==> config.mk <==
export PLATFORM = sky130hd
export DESIGN_NAME = ide_host_pio
export DESIGN_NICKNAME = d
export VERILOG_FILES = /design/src/rtl/ide_host_pio.sv
export SDC_FILE = /design/constraint.sdc
export NUM_CORES = 1
export LEC_CHECK = 0
export CORE_MARGIN = 2
export CORE_UTILIZATION = 40
export DETAILED_ROUTE_END_ITERATION = 10
export DONT_BUFFER_PORTS = 1
export GPL_TIMING_DRIVEN = 0
export PLACE_DENSITY_LB_ADDON = 0.3
export RECOVER_POWER = 100
export SETUP_SLACK_MARGIN = 0.3
export SLEW_MARGIN = 40
export SYNTH_ARGS = -nofsm -noshare
export SYNTH_HDL_FRONTEND = slang
export SYNTH_SLANG_ARGS = --single-unit
export TNS_END_PERCENT = 50
==> constraint.sdc <==
create_clock -name clk -period 4.45 [get_ports clk]
set_input_delay 0.445 -clock clk [delete_from_list [all_inputs] [get_ports clk]]
set_output_delay 0.445 -clock clk [all_outputs]
set_load 0.005 [all_outputs]
==> src/rtl/ide_host_pio.sv <==
// rtl/ide_host_pio.sv - ATA PIO host initiator for single register/data-port cycles
//
// Ports:
//   clk, reset_                  system clock, asynchronous active-low reset
//   cmd_valid/cmd_ready          command handshake (write, cs, addr, wdata)
//   rsp_valid/rsp_rdata/rsp_timeout  one-cycle completion with read data / iordy timeout
//   bus_reset                    request an ide_reset_ pulse (sampled in IDLE)
//   irq                          synchronized intrq
//   dd_in/dd_out/dd_oe           split IDE data bus (tristate lives at top level)
//   da, cs1fx_, cs3fx_, dior_, diow_, iordy, intrq, ide_reset_   IDE bus signals
module ide_host_pio #(
    parameter int T_SETUP       = 6,
    parameter int T_ACTIVE      = 14,
    parameter int T_HOLD        = 2,
    parameter int T_RECOVER     = 6,
    parameter int IORDY_TIMEOUT = 1024,
    parameter int RESET_CYCLES  = 2048
) (
    input  logic        clk,
    input  logic        reset_,
    input  logic        cmd_valid,
    output logic        cmd_ready,
    input  logic        cmd_write,
    input  logic [1:0]  cmd_cs,
    input  logic [2:0]  cmd_addr,
    input  logic [15:0] cmd_wdata,
    output logic        rsp_valid,
    output logic [15:0] rsp_rdata,
    output logic        rsp_timeout,
    input  logic        bus_reset,
    output logic        irq,
    input  logic [15:0] dd_in,
    output logic [15:0] dd_out,
    output logic        dd_oe,
    output logic [2:0]  da,
    output logic        cs1fx_,
    output logic        cs3fx_,
    output logic        dior_,
    output logic        diow_,
    input  logic        iordy,
    input  logic        intrq,
    output logic        ide_reset_
);

    localparam logic [7:0]  L_SETUP   = 8'(T_SETUP - 1);
    localparam logic [7:0]  L_ACTIVE  = 8'(T_ACTIVE - 1);
    localparam logic [7:0]  L_HOLD    = 8'(T_HOLD - 1);
    localparam logic [7:0]  L_RECOVER = 8'(T_RECOVER - 1);
    localparam logic [15:0] L_TIMEOUT = 16'(IORDY_TIMEOUT - 1);
    localparam logic [15:0] L_RESET   = 16'(RESET_CYCLES - 1);

    typedef enum logic [2:0] {
        S_IDLE, S_SETUP, S_ACTIVE, S_WAIT_RDY, S_HOLD, S_RECOVER, S_BRESET
    } state_t;

    state_t      r_state;
    state_t      w_next;
    logic        w_accept;
    logic [7:0]  r_phase_cnt;
    logic [15:0] r_long_cnt;
    logic        w_phase_done;
    logic        w_long_done;
    logic        r_cmd_ready;
    logic        r_write;
    logic        r_timeout;
    logic [1:0]  r_iordy_sync;
    logic [1:0]  r_intrq_sync;
    logic        w_iordy;

    logic        r_rsp_valid;
    logic [15:0] r_rsp_rdata;
    logic        r_rsp_timeout;
    logic [15:0] r_dd_out;
    logic        r_dd_oe;
    logic [2:0]  r_da;
    logic        r_cs1fx_;
    logic        r_cs3fx_;
    logic        r_dior_;
    logic        r_diow_;
    logic        r_ide_reset_;

    assign w_iordy      = r_iordy_sync[1];
    assign w_phase_done = (r_phase_cnt == 8'd0);
    assign w_long_done  = (r_long_cnt == 16'd0);

    // r_cmd_ready is registered so it reads 0 in the first cycle after reset;
    // a pending bus_reset masks it because bus_reset wins over a command.
    assign cmd_ready   = r_cmd_ready & ~bus_reset;
    assign rsp_valid   = r_rsp_valid;
    assign rsp_rdata   = r_rsp_rdata;
    assign rsp_timeout = r_rsp_timeout;
    assign irq         = r_intrq_sync[1];
    assign dd_out      = r_dd_out;
    assign dd_oe       = r_dd_oe;
    assign da          = r_da;
    assign cs1fx_      = r_cs1fx_;
    assign cs3fx_      = r_cs3fx_;
    assign dior_       = r_dior_;
    assign diow_       = r_diow_;
    assign ide_reset_  = r_ide_reset_;

    always_ff @(posedge clk or negedge reset_) begin
        if (!reset_) begin
            r_state <= S_IDLE;
        end else begin
            r_state <= w_next;
        end
    end

    always_comb begin
        w_next   = r_state;
        w_accept = 1'b0;
        case (r_state)
            S_IDLE: begin
                if (bus_reset) begin
                    w_next = S_BRESET;
                end else if (cmd_valid && r_cmd_ready) begin
                    w_accept = 1'b1;
                    w_next   = S_SETUP;
                end
            end
            S_SETUP:    if (w_phase_done) w_next = S_ACTIVE;
            S_ACTIVE:   if (w_phase_done) w_next = w_iordy ? S_HOLD : S_WAIT_RDY;
            S_WAIT_RDY: if (w_iordy || w_long_done) w_next = S_HOLD;
            S_HOLD:     if (w_phase_done) w_next = S_RECOVER;
            S_RECOVER:  if (w_phase_done) w_next = S_IDLE;
            S_BRESET:   if (w_long_done) w_next = S_RECOVER;
            default:    w_next = S_IDLE;
        endcase
    end

    always_ff @(posedge clk or negedge reset_) begin
        if (!reset_) begin
            r_phase_cnt   <= 8'd0;
            r_long_cnt    <= 16'd0;
            r_cmd_ready   <= 1'b0;
            r_write       <= 1'b0;
            r_timeout     <= 1'b0;
            r_iordy_sync  <= 2'b00;
            r_intrq_sync  <= 2'b00;
            r_rsp_valid   <= 1'b0;
            r_rsp_rdata   <= 16'd0;
            r_rsp_timeout <= 1'b0;
            r_dd_out      <= 16'd0;
            r_dd_oe       <= 1'b0;
            r_da          <= 3'd0;
            r_cs1fx_      <= 1'b1;
            r_cs3fx_      <= 1'b1;
            r_dior_       <= 1'b1;
            r_diow_       <= 1'b1;
            r_ide_reset_  <= 1'b1;
        end else begin
            r_iordy_sync  <= {r_iordy_sync[0], iordy};
            r_intrq_sync  <= {r_intrq_sync[0], intrq};
            r_cmd_ready   <= (w_next == S_IDLE);
            r_rsp_valid   <= 1'b0;
            r_rsp_timeout <= 1'b0;

            // Phase counter reloads on every state change and counts down to 0.
            if (w_next != r_state) begin
                case (w_next)
                    S_SETUP:   r_phase_cnt <= L_SETUP;
                    S_ACTIVE:  r_phase_cnt <= L_ACTIVE;
                    S_HOLD:    r_phase_cnt <= L_HOLD;
                    S_RECOVER: r_phase_cnt <= L_RECOVER;
                    default:   r_phase_cnt <= 8'd0;
                endcase
            end else if (!w_phase_done) begin
                r_phase_cnt <= r_phase_cnt - 8'd1;
            end

            // Shared long counter: iordy extension budget or reset pulse length.
            if (w_next == S_WAIT_RDY && r_state != S_WAIT_RDY) begin
                r_long_cnt <= L_TIMEOUT;
            end else if (w_next == S_BRESET && r_state != S_BRESET) begin
                r_long_cnt <= L_RESET;
            end else if (!w_long_done) begin
                r_long_cnt <= r_long_cnt - 16'd1;
            end

            if (w_accept) begin
                r_write   <= cmd_write;
                r_timeout <= 1'b0;
                r_da      <= cmd_addr;
                r_cs1fx_  <= ~cmd_cs[0];
                r_cs3fx_  <= ~cmd_cs[1];
                r_dd_out  <= cmd_write ? cmd_wdata : 16'd0;
                r_dd_oe   <= cmd_write;
            end

            if (r_state == S_SETUP && w_next == S_ACTIVE) begin
                if (r_write) r_diow_ <= 1'b0;
                else         r_dior_ <= 1'b0;
            end

            // Budget ran out with iordy still low: finish the cycle, flag it.
            if (r_state == S_WAIT_RDY && w_next == S_HOLD && !w_iordy) begin
                r_timeout <= 1'b1;
            end

            // Strobe rises on this edge; dd_in is still the last strobe-low value.
            if (w_next == S_HOLD && r_state != S_HOLD) begin
                r_dior_     <= 1'b1;
                r_diow_     <= 1'b1;
                r_rsp_rdata <= r_write ? 16'd0 : dd_in;
            end

            if (r_state == S_HOLD && w_next == S_RECOVER) begin
                r_cs1fx_      <= 1'b1;
                r_cs3fx_      <= 1'b1;
                r_dd_oe       <= 1'b0;
                r_dd_out      <= 16'd0;
                r_rsp_valid   <= 1'b1;
                r_rsp_timeout <= r_timeout;
            end

            if (r_state == S_IDLE && w_next == S_BRESET) begin
                r_ide_reset_ <= 1'b0;
            end
            if (r_state == S_BRESET && w_next == S_RECOVER) begin
                r_ide_reset_ <= 1'b1;
            end
        end
    end

endmodule

==> results.md <==
Timing:
- The upper clock frequency limit is ~270 MHz.
- For the final database, setup skew stands at approximately 14 ps.
- The tightest slew margin relative to the limit is -22.9%.
- The number of pins with negative max-slew slack in the final report is 78.
- After layout, the minimum clock period comes to between 3000 and 4000 ps.
- The total negative slack for setup checks is 0 ps.
- Setup violations remaining at the end of the flow were counted as 0.
- The final number of hold-violating endpoints is 0.
- After layout, the worst path uses between 80 and 90% of the clock period.
- Setup repair after global routing left no endpoint under its margin.
- The actual transition at the worst max-transition pin is about 1800 ps.

Route:
- The detail route stage leaves a number of antenna-violating nets equal to 0.
- The routed layout has roughly 2.4k vias.
- The average wire length per cell after detail routing is about 16 um.
- In the routed design, unresolved DRC markers number 0.
- After the first detailed-routing iteration, the DRC count stood at ~110.
- Summed over all layers, the routed wires come to 7240 um.
- The via density per instance is about 5.4.
- The first detailed-routing pass took 4 iterations.

Logic synthesis:
- The register bit total from synthesis is between 70 and 80.
- The predominant post-synthesis flop cell is sky130_fd_sc_hd__dfrtp_1.
- In this run the cell area of the synthesized design comes to 0.00357 mm2.
- The Yosys step of the flow raised 0 warnings.
- The async set-reset flop share out of synthesis is 100%.
- The average footprint of a synthesized cell is 11.3 um2.
- Synthesis handed over a netlist of about 320 instances.
- The synthesized design contains 0 enable-type register cells.
- The part of the Yosys area used for sequential elements is between 50% and 60%.
- The net count after synthesis is 363.
- The number of distinct library cells after synthesis is 52.

Clock tree:
- The root buffer cell is sky130_fd_sc_hd__clkbuf_8.
- Buffers inserted during clock tree synthesis total 9.
- Buffers added to address setup during post-CTS repair amount to 0.
- The H-tree generated during clock tree synthesis spans 3 levels.
- The number of hold buffers added after CTS was 2.
- The number of clock sinks seen by CTS is 77.
- The quantity of gates resized following cts is 0.
- The clock-pin slew on the worst setup and hold paths is around 90 ps.
- The clock passes through at most 2 buffers.
- The CTS tree is built.
- The later pin in the worst-skew pair is clocked with a latency of between 300 and 400 ps.

Global route:
- Entering global routing, the biggest net connects 78 pins.
- Global routing consumed, over all layers together, 15.4% of the routing resources.
- The first-pass GRT wire length is 12,000 um.
- The number of global-route vias before repair is about 2.4k.
- The number of antenna violations at the first check in global routing is 0.
- Summed over all layers, the global routing overflow is 0.

Setup path:
- The number of buffers and inverters on the critical path is 3.
- The cell family contributing the most delay on the critical path is simple AND/OR/NAND/NOR gates.
- The sort of element at the start of the critical path is a flip-flop.
- The largest incremental delay on the critical path is ~540 ps.
- The maximum fanout along the worst path is 10.
- The kind of capture point of the worst setup path is a flip-flop.
- The required arrival time at the worst endpoint is about 4700 ps.
- The type of the worst setup path is flip-flop to flip-flop.
- The most used cell along the critical path is sky130_fd_sc_hd__or4b_1.
- Data arrives at the worst endpoint at 3930 ps.
- The slowest stage of the critical path is the sky130_fd_sc_hd__or4b_1 cell.
- The setup check on the worst reg-to-reg path leaves a slack of approximately 740 ps.
- Walking the worst path, the cells encountered are inv_1 > ha_1 > or4b_1 > nor2_1 > o32a_2 > and4_1 > or4b_1 > clkbuf_1 > buf_12 > mux2_1.

Final layout:
- Excluding fillers, the count of instances in the completed layout stands at ~440.
- The net count of the finished layout is roughly 380.
- The area growth from synthesis to final layout is 8.65%.
- Cells with a size suffix above 1 make up between 10 and 15% of the layout.
- The final cell utilization of the core is 44.7%.
- 0 antenna diodes ended up in the layout.

Power:
- Dividing total power by cell area gives a power density of just under 700 mW/mm2.
- For this design the total switching power over the nets is 0.000976 W.
- The leakage power of the design is 1.67 nW.
- VDD sags by at most around 0.29 mV.
- In this run, the clock network consumes ~22% of the power.
- The design internal power is roughly 0.0017 W.
- In this run, the combinational gates consume a little over a third of the power.
- After layout, the design draws a total of between 0.002 and 0.003 W.
- The sequential cell fraction of total power is between 40% and 50%.
- Net switching is 36.1% of the power.

Floorplanning:
- The core footprint is around 0.0087 mm2.
- The total I/O pin count is between 80 and 90.
- For this configuration, the core starts out at a cell density of ~40%.
- The total die area is 0.00970 mm2.
- The number of rows created at floorplan is 34.
- The die extent in x is 98.5 um.
- The y dimension of the die is between 90 and 100 um.

Outcome:
- The run finished, with violations left.
- The final reports fail on capacitance limit, slew limit.

Hold path:
- The path class of the tightest hold or removal check is input port to flip-flop.

Placement:
- Routability-driven placement finished with a final weighted congestion of about 0.93.
- In this run the tool buffered the top-level ports with 0 buffer cells.
- The number of instances in the placed design is approximately 430.
- Detailed placement ended at an HPWL of 5070 um.

Job:
- Across the run, the number of max-cap violations was 1.
## final cells by class
type,count,area [um2]
Buffer,12,61.3
Sequential cell,77,1930
Timing Repair Buffer,2,15.0
Tap cell,108,135
Fill cell,828,4800
Multi-Input combinational cell,219,1480
Inverter,9,33.8
Clock buffer,10,128
Clock inverter,6,95.1
## synth_stat cells (3+ instances only)
cell type	count	area share [%]
sky130_fd_sc_hd__a21oi_1	6	0.84
sky130_fd_sc_hd__a22o_1	17	4.2
sky130_fd_sc_hd__and2_1	4	0.70
sky130_fd_sc_hd__and3_1	3	0.53
sky130_fd_sc_hd__clkbuf_1	9	0.95
sky130_fd_sc_hd__dfrtp_1	72	50
sky130_fd_sc_hd__dfstp_2	5	3.7
sky130_fd_sc_hd__inv_1	9	0.95
sky130_fd_sc_hd__mux2_2	13	4.1
sky130_fd_sc_hd__mux2_4	8	3.4
sky130_fd_sc_hd__nand2_1	29	3.0
sky130_fd_sc_hd__nand2b_1	4	0.70
sky130_fd_sc_hd__nand3_1	4	0.56
sky130_fd_sc_hd__nor2_1	24	2.5
sky130_fd_sc_hd__nor2b_1	19	3.3
sky130_fd_sc_hd__nor3_1	10	1.4
sky130_fd_sc_hd__nor4_1	5	0.88
sky130_fd_sc_hd__o211ai_1	3	0.63
sky130_fd_sc_hd__o21ai_0	10	1.4
sky130_fd_sc_hd__o31ai_1	3	0.63
sky130_fd_sc_hd__or3_1	9	1.6
sky130_fd_sc_hd__xnor2_1	7	1.7
sky130_fd_sc_hd__xor2_1	7	1.7
## through the flow
step	hold WS, ps	area, um2	worst slack (ps)
after floorplan	149	3570	1640
after global placement	153	3710	1200
after detailed placement	153	3710	1160
after CTS	111	3970	1160
after global routing	99.4	3880	510
final	126	3880	740
## worst paths after layout
path / from / to / cells past startpoint
max reg2reg: r_phase_cnt[0]$_DFFE_PN0P_ / rsp_rdata[15]$_DFFE_PN0P_ / 10
min reg2reg: r_iordy_sync[0]$_DFF_PN0_ / r_iordy_sync[1]$_DFF_PN0_ / 0
max in group asynchronous: reset_ / r_iordy_sync[0]$_DFF_PN0_ / 2
min: intrq / r_intrq_sync[0]$_DFF_PN0_ / 0
min in group asynchronous: reset_ / r_long_cnt[5]$_DFFE_PN0P_ / 2
max: r_phase_cnt[0]$_DFFE_PN0P_ / rsp_rdata[15]$_DFFE_PN0P_ / 10
## power groups by stage
stage               clock network, W  logic (W)  registers (W)
floorplan                          0   0.000879        0.00112
global placement                   0    0.00102        0.00118
detailed placement                 0    0.00104        0.00118
CTS                         0.000611    0.00106        0.00117
global route                0.000643    0.00107        0.00120
finish                      0.000595   0.000947        0.00116
## kinds of logic (layout without fill, tap and decap cells)
family	count (synthesis)	in the layout	synth area share, %
mux	22	22	7.74
fa+ha+maj	2	2	0.701
flops	77	77	54.1
simple gates	128	128	20.1
xor+xnor	14	14	3.43
buf+inv	21	39	2.91
compound gates	53	53	11.0
## flip-flops by register name (all words and copies together) (netlist names)
name / cells
r_write: 1
r_iordy_sync: 2
rsp_timeout: 1
cs3fx_: 1
rsp_rdata: 16
cs1fx_: 1
dd_out: 16
dd_oe: 1
ide_reset_: 1
r_cmd_ready: 1
r_phase_cnt: 8
rsp_valid: 1
r_intrq_sync: 2
da: 3
diow_: 1
r_state: 3
r_timeout: 1
dior_: 1
r_long_cnt: 16
## cell usage in the layout, fill, tap and decap left out, types with 2 or more instances in the layout
cell / n
sky130_fd_sc_hd__dfrtp_1: 72
sky130_fd_sc_hd__nand2_1: 29
sky130_fd_sc_hd__nor4_1: 5
sky130_fd_sc_hd__nor4_2: 2
sky130_fd_sc_hd__a311oi_1: 2
sky130_fd_sc_hd__or3_1: 9
sky130_fd_sc_hd__o2111ai_1: 2
sky130_fd_sc_hd__nand3_1: 4
sky130_fd_sc_hd__clkbuf_1: 12
sky130_fd_sc_hd__o21ai_0: 10
sky130_fd_sc_hd__nor2b_1: 19
sky130_fd_sc_hd__nor2_1: 25
sky130_fd_sc_hd__xor2_1: 7
sky130_fd_sc_hd__bufinv_16: 2
sky130_fd_sc_hd__or4b_1: 2
sky130_fd_sc_hd__a21oi_1: 6
sky130_fd_sc_hd__nor3_1: 10
sky130_fd_sc_hd__mux2_1: 8
sky130_fd_sc_hd__nand2b_1: 4
sky130_fd_sc_hd__o31ai_1: 3
sky130_fd_sc_hd__mux2_2: 13
sky130_fd_sc_hd__xnor2_1: 7
sky130_fd_sc_hd__or4b_2: 2
sky130_fd_sc_hd__a22oi_1: 2
sky130_fd_sc_hd__and3_1: 3
sky130_fd_sc_hd__dfstp_1: 5
sky130_fd_sc_hd__clkinvlp_4: 2
sky130_fd_sc_hd__a22o_1: 17
sky130_fd_sc_hd__and4_1: 2
sky130_fd_sc_hd__inv_1: 9
sky130_fd_sc_hd__ha_1: 2
sky130_fd_sc_hd__a21o_1: 2
sky130_fd_sc_hd__and2_1: 4
sky130_fd_sc_hd__o211ai_1: 3
sky130_fd_sc_hd__clkbuf_8: 9
## routing by layer
metal	part of all wire [%]	track usage, %
met5	0	0
met4	1.3	6.53
met3	6.4	4.26
met2	47	22.4
met1	45	21.9
Note: power is estimated with default switching activity, not from simulation.
